`src/rtl/serdes_tx_scheduler_if.sv`:
```
// Producer-side byte stream: valid/ready handshake carrying one byte per transfer.
interface serdes_tx_scheduler_if;
  logic [7:0] in_data;
  logic       in_valid;
  logic       in_ready;

  // Producer drives data/valid and watches ready.
  modport master (
    output in_data,
    output in_valid,
    input  in_ready
  );

  // Scheduler consumes data/valid and reports whether it can take a byte.
  modport slave (
    input  in_data,
    input  in_valid,
    output in_ready
  );
endinterface

```
`src/rtl/serdes_tx_scheduler.sv`:
```
// Upstream feeder and loopback checker for the adaptive UART SERDES.
// Bytes from the producer are queued in a small FIFO, issued to the SERDES
// one frame at a time, and the decoded byte returned by the SERDES is
// compared with the byte that was sent.
module serdes_tx_scheduler #(
  parameter int DEPTH   = 8,
  parameter int TIMEOUT = 31
) (
  input  logic                       clk,
  input  logic                       rst_n,
  serdes_tx_scheduler_if.slave       in_if,
  input  logic                       cfg_repeat_en,
  output logic                       start,
  output logic [7:0]                 data_8b,
  output logic                       idle_mode,
  input  logic                       rx_par_en,
  input  logic [7:0]                 rx_data,
  output logic                       busy,
  output logic [$clog2(DEPTH):0]     fifo_level,
  output logic [7:0]                 ok_count,
  output logic [7:0]                 err_count,
  output logic                       timeout_err
);

  localparam int AW = $clog2(DEPTH);
  localparam int WW = $clog2(TIMEOUT + 1);

  typedef enum logic [1:0] {
    IDLE      = 2'd0,
    ISSUE     = 2'd1,
    WAIT_DONE = 2'd2,
    CHECK     = 2'd3
  } state_t;

  state_t          state;
  logic [7:0]      mem [DEPTH];
  logic [AW-1:0]   wr_ptr;
  logic [AW-1:0]   rd_ptr;
  logic [7:0]      head;
  logic            push;
  logic            pop;
  logic [7:0]      last_sent;
  logic            skip;
  logic [WW-1:0]   wait_cnt;

  // FIFO is full at DEPTH entries; the FSM drains it only from IDLE.
  assign in_if.in_ready = (fifo_level != (AW + 1)'(DEPTH));
  assign push           = in_if.in_valid && in_if.in_ready;
  assign pop            = (state == IDLE) && (fifo_level != '0);
  assign head           = mem[rd_ptr];

  // Storage array: written on every accepted byte, no reset needed.
  always_ff @(posedge clk) begin
    if (push) begin
      mem[wr_ptr] <= in_if.in_data;
    end
  end

  // Pointers wrap naturally because DEPTH is a power of two.
  always_ff @(posedge clk or negedge rst_n) begin
    if (!rst_n) begin
      wr_ptr     <= '0;
      rd_ptr     <= '0;
      fifo_level <= '0;
    end else begin
      if (push) begin
        wr_ptr <= wr_ptr + 1'b1;
      end
      if (pop) begin
        rd_ptr <= rd_ptr + 1'b1;
      end
      case ({push, pop})
        2'b10:   fifo_level <= fifo_level + (AW + 1)'(1);
        2'b01:   fifo_level <= fifo_level - (AW + 1)'(1);
        default: fifo_level <= fifo_level;
      endcase
    end
  end

  // Frame sequencer: pop, pulse start, wait for completion or timeout, score.
  always_ff @(posedge clk or negedge rst_n) begin
    if (!rst_n) begin
      state       <= IDLE;
      start       <= 1'b0;
      data_8b     <= 8'h00;
      idle_mode   <= 1'b0;
      busy        <= 1'b0;
      timeout_err <= 1'b0;
      ok_count    <= 8'h00;
      err_count   <= 8'h00;
      last_sent   <= 8'h00;
      skip        <= 1'b0;
      wait_cnt    <= '0;
    end else begin
      start       <= 1'b0;
      timeout_err <= 1'b0;
      case (state)
        IDLE: begin
          if (pop) begin
            data_8b   <= head;
            idle_mode <= cfg_repeat_en;
            skip      <= cfg_repeat_en && (head == last_sent);
            last_sent <= head;
            start     <= 1'b1;
            busy      <= 1'b1;
            state     <= ISSUE;
          end
        end
        ISSUE: begin
          wait_cnt <= '0;
          state    <= WAIT_DONE;
        end
        WAIT_DONE: begin
          if (rx_par_en) begin
            state <= CHECK;
          end else if (wait_cnt == WW'(TIMEOUT)) begin
            timeout_err <= 1'b1;
            busy        <= 1'b0;
            state       <= IDLE;
          end else begin
            wait_cnt <= wait_cnt + 1'b1;
          end
        end
        CHECK: begin
          if (!skip) begin
            if (rx_data == data_8b) begin
              if (ok_count != 8'hFF) begin
                ok_count <= ok_count + 8'd1;
              end
            end else if (err_count != 8'hFF) begin
              err_count <= err_count + 8'd1;
            end
          end
          busy  <= 1'b0;
          state <= IDLE;
        end
        default: begin
          busy  <= 1'b0;
          state <= IDLE;
        end
      endcase
    end
  end

endmodule
```
`src/flat_wrapper.sv`:
```
// flat-port wrapper written by rule: the top's interface ports become plain ports
module serdes_tx_scheduler_flat 
#(
  parameter int DEPTH   = 8,
  parameter int TIMEOUT = 31
)
  (clk, rst_n, cfg_repeat_en, start, data_8b, idle_mode, rx_par_en, rx_data, busy, fifo_level, ok_count, err_count, timeout_err, in_if_in_data, in_if_in_valid, in_if_in_ready);
  serdes_tx_scheduler_if in_if_i ();
  input  logic clk;
  input  logic rst_n;
  input  logic cfg_repeat_en;
  output logic start;
  output logic [7:0] data_8b;
  output logic idle_mode;
  input  logic rx_par_en;
  input  logic [7:0] rx_data;
  output logic busy;
  output logic [$clog2(DEPTH):0] fifo_level;
  output logic [7:0] ok_count;
  output logic [7:0] err_count;
  output logic timeout_err;
  input wire logic [$bits(in_if_i.in_data)-1:0] in_if_in_data;
  input wire logic [$bits(in_if_i.in_valid)-1:0] in_if_in_valid;
  output wire logic [$bits(in_if_i.in_ready)-1:0] in_if_in_ready;
  assign in_if_i.in_data = in_if_in_data;
  assign in_if_i.in_valid = in_if_in_valid;
  assign in_if_in_ready = in_if_i.in_ready;
  serdes_tx_scheduler #(.DEPTH(DEPTH), .TIMEOUT(TIMEOUT)) u_core (.clk(clk), .rst_n(rst_n), .in_if(in_if_i), .cfg_repeat_en(cfg_repeat_en), .start(start), .data_8b(data_8b), .idle_mode(idle_mode), .rx_par_en(rx_par_en), .rx_data(rx_data), .busy(busy), .fifo_level(fifo_level), .ok_count(ok_count), .err_count(err_count), .timeout_err(timeout_err));
endmodule
```
`config.mk`:
```
export PLATFORM = sky130hd
export DESIGN_NAME = serdes_tx_scheduler_flat
export DESIGN_NICKNAME = d
export VERILOG_FILES = /design/src/rtl/serdes_tx_scheduler_if.sv /design/src/rtl/serdes_tx_scheduler.sv /design/src/flat_wrapper.sv
export SDC_FILE = /design/constraint.sdc
export NUM_CORES = 1
export LEC_CHECK = 0
export BUFFER_PORTS_ARGS = -buffer_cell sky130_fd_sc_hd__buf_2
export CORE_MARGIN = 1.5
export CORE_UTILIZATION = 49
export DETAILED_ROUTE_END_ITERATION = 16
export HOLD_SLACK_MARGIN = 0.02
export PLACE_DENSITY = 0.76
export SETUP_SLACK_MARGIN = 0.3
export SLEW_MARGIN = 40
export SYNTH_ARGS = -nofsm -noshare
export SYNTH_HDL_FRONTEND = slang
export SYNTH_SLANG_ARGS = --single-unit
```
`constraint.sdc`:
```
create_clock -name clk -period 2.7 [get_ports clk]
set_input_delay 0.405 -clock clk [delete_from_list [all_inputs] [get_ports clk]]
set_output_delay 0.405 -clock clk [all_outputs]
set_load 0.02 [all_outputs]
```
==> results of run 1 <==
worst max-delay path by stage:
stage,end,slack [ns]
floorplan,u_core.mem[0][0],0.29
global placement,u_core.fifo_level[2],0.40
detailed placement,u_core.fifo_level[2],0.29
CTS,u_core.skip,0.32
global route,u_core.fifo_level[2],0.19
finish,u_core.fifo_level[2],0.39
synthesized netlist by cell type (2+ instances only):
| master | count |
|---|---|
| nand2b_1 | 3 |
| mux2i_1 | 14 |
| a21oi_1 | 3 |
| a31oi_1 | 3 |
| buf_2 | 4 |
| inv_1 | 2 |
| xnor2_1 | 27 |
| ha_1 | 9 |
| nand3_1 | 7 |
| nor2b_1 | 7 |
| and3_1 | 4 |
| o21ai_0 | 15 |
| or3_1 | 2 |
| xor2_1 | 10 |
| mux2_2 | 6 |
| nand2_1 | 25 |
| mux4_1 | 12 |
| nand4_1 | 14 |
| nor2_1 | 12 |
| o211ai_1 | 2 |
| and2_1 | 4 |
| nor3_1 | 7 |
| edfxtp_1 | 64 |
| nor4_1 | 2 |
| dfrtp_1 | 46 |
| clkbuf_1 | 5 |
power by group:
| group | switching, W | leakage, nW | internal [W] |
|---|---|---|---|
| Combinational | 0.00114 | 0.978 | 0.000958 |
| Sequential | 0.000434 | 1.17 | 0.00217 |
| Clock | 0.000622 | 0.116 | 0.000469 |
metrics by stage:
step | util | hold WS, ns | setup WS (ns)
floorplan | - | 0.109 | 0.289
global placement | 0.549 | 0.473 | 0.397
detailed placement | 0.549 | 0.447 | 0.291
CTS | 0.574 | 0.0324 | 0.317
global route | 0.576 | 0.0478 | 0.192
finish | 0.576 | 0.0115 | 0.387
flip-flops by register name (all words and copies together) (netlist names):
register	count
u_core.busy	1
u_core.wait_cnt	5
u_core.fifo_level	4
u_core.skip	1
u_core.idle_mode	1
u_core.timeout_err	1
u_core.start	1
u_core.err_count	8
u_core.last_sent	8
u_core.ok_count	8
u_core.rd_ptr	3
u_core.state	2
u_core.mem	64
u_core.wr_ptr	3
worst register-to-register path: stages (launching register included):
cell,delay [ns]
dfrtp_1,0.54
nor4_4,0.08
or3_1,0.33
inv_1,0.17
ha_1,0.28
xor2_1,0.10
ha_1,0.19
a21oi_1,0.15
xor2_1,0.16
nor2_1,0.06
xor2_1,0.14
area by class of cell:
| type | instances | area, um^2 | share of cell area |
|---|---|---|---|
| clock buffer | 9 | 124 | 0.0222 |
| sequential | 110 | 3080 | 0.551 |
| clock inverter | 7 | 110 | 0.0197 |
| multi-input combinational | 205 | 1720 | 0.309 |
| timing repair buffer | 67 | 373 | 0.0668 |
| tap | 133 | 166 | 0.0298 |
| inverter | 2 | 7.51 | 0.00135 |
what timing repair did:
item                                    4_1_cts  5_1_grt
hold endpoints to repair                      0        0
gates resized for setup                       1        4
buffers inserted                              0        1
endpoints found under the setup margin        1        4
cell families after synthesis:
kind of cell	after synthesis
fa+ha+maj	9
compound gates	32
xor+xnor	37
mux	34
buf+inv	14
simple gates	93
flops	110
metal layers:
layer  part of all wire  GRT usage  vias to the layer above  wire length, um
met5                  0          0                        -                0
met4              0.012     0.0643                        0              110
met3              0.044     0.0451                       12              391
met2               0.51      0.317                       72             4580
li1                   -          -                     1372                -
met1               0.43      0.222                     1424             3840
==> flow_summary.toml, run 1 <==
[run_status]
outcome = "completed"

[timing]
finalClockSkew_ns = 0.0184
clock.fmax_mhz = 432
slew_headroom = 0.554
period_share = 0.857
fin_tns_setup_ns = 0
rsz0062_at_grt = "yes"
period_needed_ns = 2.31
final-hold-violation-count = 0
tightest_slew_ns = 0.669
finalSetupViolations = 0
slew_violations = 0

[logic_synthesis]
ys_types = 46
avgSynthCellArea_um2 = 14.7
synth_fa_ha_area_frac = 0.0232
synthCells = 329
yosysSeqAreaShare = 0.634
synth-seq-cells = 110
synth_compound_area_frac = 0.0426
synthXorXnorAreaFrac = 0.0668
synth_edf_count = 64
synthMuxAreaShare = 0.117
synthesis.area_um2 = 4850
yosys-top-cells-area = "edfxtp_1 40%, dfrtp_1 24%, mux4_1 6.5%, xnor2_1 4.9%, mux2i_1 2.9%"
synth_ff_type = "edfxtp_1"
synth_top_family_by_area = "multiplexers"
ys_warn_count = 0
yosysTopAreaCell = "edfxtp_1"
synth_fp_nets = 359
async_flop_share = 0.418
yosysTopAreaCellShare = 0.396
yosys.area_share.simple = 0.101

[detailed_routing]
dr.pass1.iters = 4
ant_nets = 0
first_iter_violations = 76
via_per_inst = 5.40
route.detailed.drc = 0
wl_per_cell_um = 16.8
route.vias.total = 2880
wirelength_um = 8930

[die]
rows = 36
dieHeight_um = 102
io_pins = 54
start_util = 0.501
fp.dieW_um = 102
core_area_um2 = 9680
dieArea_um2 = 10500

[finish]
fin_area_um2 = 5580
drive_above_1_share = 0.245
mostFrequentLayoutCell = "edfxtp_1"
nFillCells = 741
final_cells = 533
syn2layout_area_growth_pct = 15.0
mostFrequentLayoutCells = "64 x edfxtp_1, 52 x buf_2, 44 x dfrtp_1"
nets = 425
diodes = 0

[grt]
grt_usage = 0.182
grt_remaining_overflow = 0
grt_pass1_vias = 2784
antenna_found_initial = 0
grt_start_max_net_pins = 47
grt_pass1_wl_um = 14100

[clocking]
cts.clk_slew.worst_paths_ns = 0.12
numCtsBuffers = 9
h-tree-depth = 3
cts.sinks = 110
tritoncts = "done"
clockBufferDepth = 2
clkLatencyLatePin_ns = 0.38
hold_buffers = 0
cts_root_buf = "clkbuf_8"

[critical_path]
r2r_slack_ns = 0.39
cp-start-kind = "flop"
timing.rr.start = "u_core.fifo_level[1]"
worstSetupStartpoint = "u_core.fifo_level[1]"
cp_num_cells = 10
r2r_end = "u_core.fifo_level[2]"
cpMaxStageDelayCell = "dfrtp_1"
path_max_fanout = 8
cp_slowest_stage_delay_ns = 0.54
crit_path_cell_trace = "nor4_4 -> or3_1 -> inv_1 -> ha_1 -> xor2_1 -> ha_1 -> a21oi_1 -> xor2_1 -> nor2_1 -> xor2_1"
critPathRequiredTime_ns = 2.97
critPathBufInv = 1
cp_common_cell = "xor2_1"
path_class = "flop to flop"
reg2reg_depth = 10
crit_family = "flip-flops"
worstSetupEndpointType = "flop"
crit_arrival_ns = 2.58

[flow_run]
maxCapViolations = 0

[placement]
post-dp-hpwl_um = 6160
gp_congestion = 0.814
dp.cells = 516
placed_area_um2 = 5320
numPortBuffers = 53

[pwr]
ir_worst_vdd_v = 0.000385
power.total_w = 0.00579
pwr_density_cell_nw_per_um2 = 1040
p_leak_nw = 2.26

[worst_hold_path]
hp-class = "primary input to async pin"
No activity file was read; power rests on OpenSTA's default activity.
==> run 2: changes to the inputs <==
BUFFER_PORTS_ARGS = default   (was -buffer_cell sky130_fd_sc_hd__buf_2)
DONT_BUFFER_PORTS = 1   (was default)
PLACE_DENSITY = 0.71   (was 0.76)
==> run 2 against run 1 <==
Compared with the run above:
- sequential share of layout area is 2.6 points higher
- global-route usage is 0.30 points higher
- count of clock-buffer cells in the layout stayed put
- non-clock buffer count is 48 lower
- setup slack better by 0.063 ns
- clock power is 16% lower
- fmax is 2.8% higher
- critical path depth stayed put
- design area is 4.6% lower
- worst hold slack better by 0.072 ns
- cell count is 9.0% lower
- critical path type unchanged
- critical endpoint unchanged
==> flow_summary.toml, run 2 (synthesis results as in run 1) <==
[finish]
syn2layout_area_growth_pct = 9.78
largest_reg_flops = 64
nets = 377
mostFrequentLayoutCells = "64 x edfxtp_1, 44 x dfrtp_1, 27 x xnor2_1"
diodes = 0
top_register = "u_core.mem"
drive_above_1_share = 0.139
final_cells = 485
mostFrequentLayoutCell = "edfxtp_1"

[die]
fp.dieW_um = 102
dieArea_um2 = 10500
core_area_um2 = 9680
rows = 36
dieHeight_um = 102
io_pins = 54
start_util = 0.501

[critical_path]
r2r_slack_ns = 0.45
critPathRequiredTime_ns = 2.98
crit_arrival_ns = 2.53
r2r_end = "u_core.fifo_level[2]"
path_class = "flop to flop"
path_max_fanout = 6
cpMaxStageDelayCell = "dfrtp_2"
reg2reg_depth = 10
timing.rr.start = "u_core.fifo_level[3]"
worstSetupEndpointType = "flop"
cp-start-kind = "flop"
cp_common_cell = "xor2_1"
cp_slowest_stage_delay_ns = 0.51
crit_path_cell_trace = "nor4_4 -> or3_1 -> inv_1 -> ha_2 -> xor2_1 -> ha_1 -> a21oi_1 -> xor2_1 -> nor2_1 -> xor2_1"

[clocking]
numCtsBuffers = 9
tritoncts = "done"
cts.clk_slew.worst_paths_ns = 0.11
cts_root_buf = "clkbuf_8"
clkLatencyLatePin_ns = 0.38
cts.sinks = 110
clockBufferDepth = 2
h-tree-depth = 3

[grt]
grt_pass1_vias = 2704
grt_pass1_wl_um = 14000
grt_start_max_net_pins = 47
grt_usage = 0.185
antenna_found_initial = 0
grt_remaining_overflow = 0

[worst_hold_path]
holdPathStages = 1
hp-class = "primary input to flop"
holdCritStartpoint = "rx_par_en"
hold_end = "u_core.timeout_err"

[detailed_routing]
wirelength_um = 8980
wl_per_cell_um = 18.5
route.detailed.drc = 0
ant_nets = 0
dr.pass1.iters = 4
via_per_inst = 5.64
first_iter_violations = 94
route.vias.total = 2735

[pwr]
p_switching_w = 0.00209
pwr_density_cell_nw_per_um2 = 1030
p_leak_nw = 2.03
power_frac_clock = 0.168
ir_worst_vdd_v = 0.000362
seqPwrFrac = 0.501
sw_frac_of_total = 0.382
power.internal_w = 0.00339
comb_power_share = 0.332

[timing]
period_needed_ns = 2.25
fin_tns_setup_ns = 0
tightest_slew_ns = 0.695
slew_headroom = 0.536
period_share = 0.833
finalSetupViolations = 0
slew_violations = 0
finalClockSkew_ns = 0.0203
clock.fmax_mhz = 445
rsz0062_at_grt = "no"
final-hold-violation-count = 0

[placement]
numPortBuffers = 0
dp.cells = 467
post-dp-hpwl_um = 6080
gp_congestion = 0.785

[run_status]
outcome = "completed"

[flow_run]
maxCapViolations = 0
[run 2: critical path: cells and delay by family (launching register included)]
family                     cells  cell delay, ns
xor gates and xnor gates       3            0.47
AOI/OAI and AO/OA              1            0.14
buffers and inverters          1            0.11
and+or+nand+nor                3            0.49
DFF                            1            0.51
adders and majority gates      2            0.42
[run 2: worst max path at each step]
stage	from	endpoint	slack (ns)	depth (start not counted)
after CTS	u_core.fifo_level[3]	u_core.fifo_level[2]	0.32	10
after floorplan	u_core.fifo_level[1]	u_core.mem[0][0]	0.29	5
after detailed placement	u_core.fifo_level[3]	u_core.fifo_level[2]	0.28	10
after global routing	u_core.fifo_level[3]	u_core.fifo_level[2]	0.31	10
after global placement	u_core.fifo_level[3]	u_core.fifo_level[2]	0.34	10
final	u_core.fifo_level[3]	u_core.fifo_level[2]	0.45	10
[run 2: repair_timing]
action                                  CTS  global route
hold buffers                              2             0
setup buffers                             0             0
resized for setup                         2             5
endpoints found under the hold margin    46             0
endpoints found under the setup margin    2             1
pin swaps                                 0             0
[run 2: power by group through the flow]
stage / Sequential, W / Combinational [W] / Clock (W)
after global placement: 0.00274 / 0.00175 / 0
after floorplan: 0.00263 / 0.00145 / 0
after detailed placement: 0.00276 / 0.00180 / 0
after CTS: 0.00274 / 0.00183 / 0.000950
after global routing: 0.00280 / 0.00202 / 0.00101
final: 0.00274 / 0.00182 / 0.000919
[run 2: per-layer routing]
layer	up-vias	global-route usage	part of all wire	wire length, um
met1	1384	0.223	0.43	3870
met4	0	0.0632	0.014	130
met3	9	0.0677	0.062	554
met2	63	0.310	0.49	4430
li1	1279	-	-	-
met5	-	0	0	0
[run 2: stage by stage]
stage	cell area (um^2)	setup slack, ns	util	hold slack, ns	power, W
floorplan	4850	0.289	-	0.109	0.00407
global placement	5080	0.343	0.524	0.110	0.00449
detailed placement	5080	0.276	0.524	0.110	0.00457
CTS	5300	0.320	0.547	0.0591	0.00551
global route	5320	0.313	0.550	0.0526	0.00583
finish	5320	0.450	0.550	0.0831	0.00548
[run 2: layout make-up]
class | instances | area (um^2)
Fill cell | 776 | 4360
Multi-Input combinational cell | 205 | 1730
Timing Repair Buffer | 19 | 165
Clock inverter | 7 | 55.1
Tap cell | 133 | 166
Sequential cell | 110 | 3080
Inverter | 2 | 7.51
Clock buffer | 9 | 124
